===== config.mk =====
export PLATFORM = sky130hd
export DESIGN_NAME = snn_delay_layer_pipelined_flat
export DESIGN_NICKNAME = d
export VERILOG_FILES = /design/src/rtl/snn_delay_layer_pipelined_if.sv /design/src/rtl/snn_delay_layer_pipelined.sv /design/src/flat_wrapper.sv
export SDC_FILE = /design/constraint.sdc
export NUM_CORES = 1
export LEC_CHECK = 0
export ABC_AREA = 1
export BUFFER_PORTS_ARGS = -buffer_cell sky130_fd_sc_hd__buf_2
export CAP_MARGIN = 20
export CORE_MARGIN = 1
export CORE_UTILIZATION = 55
export CTS_CLUSTER_DIAMETER = 50
export DETAILED_ROUTE_END_ITERATION = 10
export GPL_TIMING_DRIVEN = 0
export PLACE_DENSITY = 0.76
export RECOVER_POWER = 100
export SYNTH_ARGS = -nofsm -noshare
export SYNTH_HDL_FRONTEND = slang
export SYNTH_SLANG_ARGS = --single-unit

===== constraint.sdc =====
create_clock -name clk -period 7 [get_ports clk]
set_input_delay 1.05 -clock clk [delete_from_list [all_inputs] [get_ports clk]]
set_output_delay 1.05 -clock clk [all_outputs]
set_load 0.05 [all_outputs]

===== src/rtl/snn_delay_layer_pipelined_if.sv =====
// Control/config/spike bus for the delayed LIF neuron layer.
// Optional macro SNN_LAYER_DEBUG_EN adds the membrane potential observation bus.
interface snn_delay_layer_pipelined_if #(
  parameter int M  = 2,
  parameter int N  = 4,
  parameter int W  = 8,
  parameter int PW = 8,
  parameter int D  = 8
);
  localparam int DW = $clog2(D);

  logic                 enable;
  logic                 clear;
  logic [M-1:0]         input_spikes;
  logic [N*M*W-1:0]     weights;
  logic [N*M*DW-1:0]    delay_values;
  logic [N*M-1:0]       delays;
  logic [PW-1:0]        threshold;
  logic [PW-1:0]        decay;
  logic [7:0]           refractory_period;
  logic [N-1:0]         output_spikes;
  logic                 step_valid;
`ifdef SNN_LAYER_DEBUG_EN
  logic [N*PW-1:0]      membrane_potential_out;

  modport master (
    output enable, clear, input_spikes, weights, delay_values, delays,
           threshold, decay, refractory_period,
    input  output_spikes, step_valid, membrane_potential_out
  );
  modport slave (
    input  enable, clear, input_spikes, weights, delay_values, delays,
           threshold, decay, refractory_period,
    output output_spikes, step_valid, membrane_potential_out
  );
`else
  modport master (
    output enable, clear, input_spikes, weights, delay_values, delays,
           threshold, decay, refractory_period,
    input  output_spikes, step_valid
  );
  modport slave (
    input  enable, clear, input_spikes, weights, delay_values, delays,
           threshold, decay, refractory_period,
    output output_spikes, step_valid
  );
`endif
endinterface


===== src/rtl/snn_delay_layer_pipelined.sv =====
// Layer of N leaky integrate-and-fire neurons with a shared spike-history buffer and per-synapse delays.
// Optional macro SNN_LAYER_DEBUG_EN exposes the membrane potentials on the interface.
module snn_delay_layer_pipelined #(
  parameter int M  = 2,
  parameter int N  = 4,
  parameter int W  = 8,
  parameter int PW = 8,
  parameter int D  = 8
) (
  input  logic                        clk,
  input  logic                        reset,
  snn_delay_layer_pipelined_if.slave  bus
);
  localparam int DW = $clog2(D);
  localparam int SW = W + $clog2(M) + 1;
  localparam int TW = SW + PW + 2;
  localparam logic signed [TW-1:0] SAT_MAX = {{(TW-PW){1'b0}}, {PW{1'b1}}};

  // hist_reg[j][k] is the spike on line j from k+1 steps ago
  logic [D-2:0] hist_reg [M];
  logic         step_valid_reg;

  always_ff @(posedge clk or negedge reset) begin
    if (!reset) begin
      for (int j = 0; j < M; j++) hist_reg[j] <= '0;
      step_valid_reg <= 1'b0;
    end else if (bus.clear) begin
      for (int j = 0; j < M; j++) hist_reg[j] <= '0;
      step_valid_reg <= 1'b0;
    end else begin
      step_valid_reg <= bus.enable;
      if (bus.enable) begin
        for (int j = 0; j < M; j++) begin
          logic [D-1:0] shifted;
          shifted     = {hist_reg[j], bus.input_spikes[j]};
          hist_reg[j] <= shifted[D-2:0];
        end
      end
    end
  end

  assign bus.step_valid = step_valid_reg;

  genvar gi;
  for (gi = 0; gi < N; gi++) begin : g_neuron
    logic signed [SW-1:0] sum;
    logic signed [TW-1:0] total;
    logic [DW-1:0]        d;
    logic [DW-1:0]        dm1;
    logic                 tap;
    logic [W-1:0]         wt;
    logic [PW-1:0]        leak;
    logic [PW-1:0]        sat;
    logic [PW-1:0]        v_reg, v_next;
    logic [7:0]           refr_reg, refr_next;
    logic                 spike_reg, spike_next;

    always_comb begin
      sum = '0;
      d   = '0;
      dm1 = '0;
      tap = 1'b0;
      wt  = '0;
      for (int j = 0; j < M; j++) begin
        d   = bus.delays[gi*M+j] ? bus.delay_values[(gi*M+j)*DW +: DW] : '0;
        dm1 = d - DW'(1);
        tap = (d == '0) ? bus.input_spikes[j] : hist_reg[j][dm1];
        wt  = bus.weights[(gi*M+j)*W +: W];
        if (tap) sum = sum + {{(SW-W){wt[W-1]}}, wt};
      end

      leak  = (v_reg > bus.decay) ? v_reg - bus.decay : '0;
      total = {{(TW-PW){1'b0}}, leak} + {{(TW-SW){sum[SW-1]}}, sum};
      if (total < 0)             sat = '0;
      else if (total > SAT_MAX)  sat = '1;
      else                       sat = total[PW-1:0];

      v_next     = sat;
      refr_next  = refr_reg;
      spike_next = 1'b0;
      if (refr_reg != 8'd0) begin
        refr_next = refr_reg - 8'd1;
        v_next    = '0;
      end else if (sat >= bus.threshold) begin
        spike_next = 1'b1;
        v_next     = '0;
        refr_next  = bus.refractory_period;
      end
    end

    always_ff @(posedge clk or negedge reset) begin
      if (!reset) begin
        v_reg     <= '0;
        refr_reg  <= '0;
        spike_reg <= 1'b0;
      end else if (bus.clear) begin
        v_reg     <= '0;
        refr_reg  <= '0;
        spike_reg <= 1'b0;
      end else if (bus.enable) begin
        v_reg     <= v_next;
        refr_reg  <= refr_next;
        spike_reg <= spike_next;
      end
    end

    assign bus.output_spikes[gi] = spike_reg;
`ifdef SNN_LAYER_DEBUG_EN
    assign bus.membrane_potential_out[gi*PW +: PW] = v_reg;
`endif
  end
endmodule

===== src/flat_wrapper.sv =====
// flat-port wrapper written by rule: the top's interface ports become plain ports
module snn_delay_layer_pipelined_flat 
#(
  parameter int M  = 2,
  parameter int N  = 4,
  parameter int W  = 8,
  parameter int PW = 8,
  parameter int D  = 8
)
  (clk, reset, bus_enable, bus_clear, bus_input_spikes, bus_weights, bus_delay_values, bus_delays, bus_threshold, bus_decay, bus_refractory_period, bus_output_spikes, bus_step_valid);
  snn_delay_layer_pipelined_if #(.M(M), .N(N), .W(W), .PW(PW), .D(D)) bus_i ();
  input  logic clk;
  input  logic reset;
  input wire logic [$bits(bus_i.enable)-1:0] bus_enable;
  input wire logic [$bits(bus_i.clear)-1:0] bus_clear;
  input wire logic [$bits(bus_i.input_spikes)-1:0] bus_input_spikes;
  input wire logic [$bits(bus_i.weights)-1:0] bus_weights;
  input wire logic [$bits(bus_i.delay_values)-1:0] bus_delay_values;
  input wire logic [$bits(bus_i.delays)-1:0] bus_delays;
  input wire logic [$bits(bus_i.threshold)-1:0] bus_threshold;
  input wire logic [$bits(bus_i.decay)-1:0] bus_decay;
  input wire logic [$bits(bus_i.refractory_period)-1:0] bus_refractory_period;
  output wire logic [$bits(bus_i.output_spikes)-1:0] bus_output_spikes;
  output wire logic [$bits(bus_i.step_valid)-1:0] bus_step_valid;
  assign bus_i.enable = bus_enable;
  assign bus_i.clear = bus_clear;
  assign bus_i.input_spikes = bus_input_spikes;
  assign bus_i.weights = bus_weights;
  assign bus_i.delay_values = bus_delay_values;
  assign bus_i.delays = bus_delays;
  assign bus_i.threshold = bus_threshold;
  assign bus_i.decay = bus_decay;
  assign bus_i.refractory_period = bus_refractory_period;
  assign bus_output_spikes = bus_i.output_spikes;
  assign bus_step_valid = bus_i.step_valid;
  snn_delay_layer_pipelined #(.M(M), .N(N), .W(W), .PW(PW), .D(D)) u_core (.clk(clk), .reset(reset), .bus(bus_i));
endmodule

==> run metrics <==
stages on the worst setup path 38; commonest non-fill, non-tap cell in the layout nand2_1; nets 2,180; slowest CP cell fa_1; WS Path Type primary input to flop; global-route layer with the greatest usage met2; hold_buf cts 0; failing checks capacitance limit, slew limit; Tightest Hold Check Type flop to flop; crit path buf inv count 5; ys flop type dfrtp_1; R2R cell count 33; startpoint types primary input; clk_skew 0.00979 ns; die width 145 um; Max Cap Viol 1; Finish-stage setup viols 0; crit path capture type flop; run status complete, but fails checks; vias per inst 5.38; area leader, netlist dfrtp_1; vias in the first global route 10,327; global-route wire length before repair 47,700 um; Fmax achieved 154 MHz; post-layout min period 6.49 ns; met1 global-route usage 0.385; Yosys reg bits 83; row count 51; Post-DP HPWL 23,700 um; post-route ant nets 0; H-tree depth 3; Vias 11,649; placed cells 2,144; Syn Inst Count 1,749; Total Wirelength 29,400 um; height of the die 145 um; leakage 7.16 nW; initial antenna violation count 1; crit share post-route 0.928; DRC viols 0; Mean Syn Cell Area 6.42 um^2; drt pass-1 iters 5; CTS tree yes; CP Data Arrival Time 6.77 ns; design area 12,600 um^2; Post-synth ARST share 1.00; syn nets 2,035; Root Buffer clkbuf_16; Worst path most repeated cell nand3_1; RSZ-0062 raised after global routing true; DRT iter0 DRCs 777; CP peak stage delay 0.40 ns; placer congestion estimate 0.919; met3 usage 0.0388; peak supply drop 0.139 mV; Final Hold Viols 0; Avg WL per Cell 13.6 um; hold_ws 0.485 ns; Yosys cell types 44; Worst Hold Depth 2; sequential cell area fraction in the yosys report 0.185; actual slew at the worst max-slew pin 3.19 ns; CTS Buf Count 9; worst-skew pair later-pin latency 0.36 ns; final non-filler cell total 2,164; Die ar. 21,000 um^2; Max transition margin -1.13; P&R area growth vs syn 12.4%; CP delay by family, top simple AND/OR/NAND/NOR gates; Yosys top cell area share 0.185; post-place instance area 12,200 um^2; worst path required time 7.28 ns; gr usage total 0.286; Critical Path Fanout Max 10; Post-synth EDFFs 0; Core ar. 19,700 um^2; CTS Sinks 83; pin count of the biggest net entering global routing 60; Max Root-Sink Buffers 2; # IOs 131; final global-route overflow total 0; Mapped Area 11,200 um^2; GR Layer Usage met2 0.480; synth warn 0; CTS clk-pin slew, worst paths 0.07 ns; Power Dens Cells 219 nW/um^2; layout cells sized above 1 0.106; Slew Limit Fails 60; synth top area cells dfrtp_1, ha_1, nand2_1; number of port buffers 129; commonest cells after routing, fill and taps aside nand2_1, inv_1, nand3_1; Starting Density 0.569
## worst reg2reg max path: cells and delay by family (launching register included)
family / cells / cell delay, ns
AOI/OAI and AO/OA: 12 / 2.08
adders and majority gates: 5 / 1.46
and+or+nand+nor: 10 / 1.04
buffers and inverters: 6 / 0.65
DFF: 1 / 0.41
## metal layers
layer / up-vias / wire [um]
met5: - / 0
met4: 0 / 646
met3: 41 / 1480
met2: 327 / 13400
met1: 5212 / 13900
li1: 6069 / -
## path summary, 6_finish.rpt
path / start / endpoint / slack (ns)
max in group asynchronous: reset / u_core.g_neuron[0].v_reg[6] / 2.30
worst min-delay path: u_core.g_neuron[0].v_reg[2] / u_core.g_neuron[0].v_reg[2] / 0.48
worst max register to register: u_core.g_neuron[1].v_reg[0] / u_core.g_neuron[1].refr_reg[6] / 1.24
worst min register to register: u_core.g_neuron[0].v_reg[2] / u_core.g_neuron[0].v_reg[2] / 0.48
min in group asynchronous: reset / u_core.g_neuron[1].refr_reg[7] / 1.03
worst max-delay path: bus_delays[0] / u_core.g_neuron[0].refr_reg[1] / 0.51
## cell usage after synthesis (17+ instances only)
master   instances
inv_1          264
xor2_1          45
nand3_1        214
ha_1           148
a31oi_1         17
nand2_1        461
a21oi_1        110
xnor2_1         19
nor2_1         117
o21ai_0         88
o22ai_1         17
dfrtp_1         83
## power breakdown
group	switching [mW]	total (mW)	internal (mW)
sequential	0.0641	0.627	0.563
combinational	1.03	1.64	0.607
clock	0.214	0.494	0.279
## through the flow
stage	worst slack, ns	setup TNS, ns	util	power (mW)
4_1_cts	0.0586	0	0.635	2.72
5_1_grt	-0.0313	-0.0538	0.640	3.04
6_report	0.505	0	0.640	2.76
2_1_floorplan	1.00	0	-	1.85
3_5_place_dp	-0.305	-3.33	0.620	2.22
3_3_place_gp	-0.162	-1.22	0.619	2.16
## logic make-up (layout without fill, tap and decap cells)
logic type                 after synthesis  in the layout  synth area share
AOI/OAI and AO/OA                      289            289             0.148
xor gates and xnor gates                64             64            0.0500
muxes                                    1              1           0.00100
and+or+nand+nor                        852            852             0.325
DFF                                     83             83             0.185
buffers and inverters                  300            449             0.105
other                                    0              1                 0
adders and majority gates              160            160             0.186
## layout make-up
type / instances / area [um^2]
multi-input combinational: 1366 / 8050
fill: 1877 / 7100
sequential: 83 / 2080
inverter: 271 / 1020
timing repair buffer: 133 / 664
tap: 265 / 332
clock buffer: 9 / 225
buffer: 29 / 165
clock inverter: 6 / 73.8
timing repair inverter: 1 / 5.00
antenna: 1 / 2.50
## what timing repair did
action | CTS | global route
resized for setup | 0 | 31
setup buffers | 0 | 3
endpoints found under the setup margin | 0 | 53
Power figures use the tool's default switching activity.
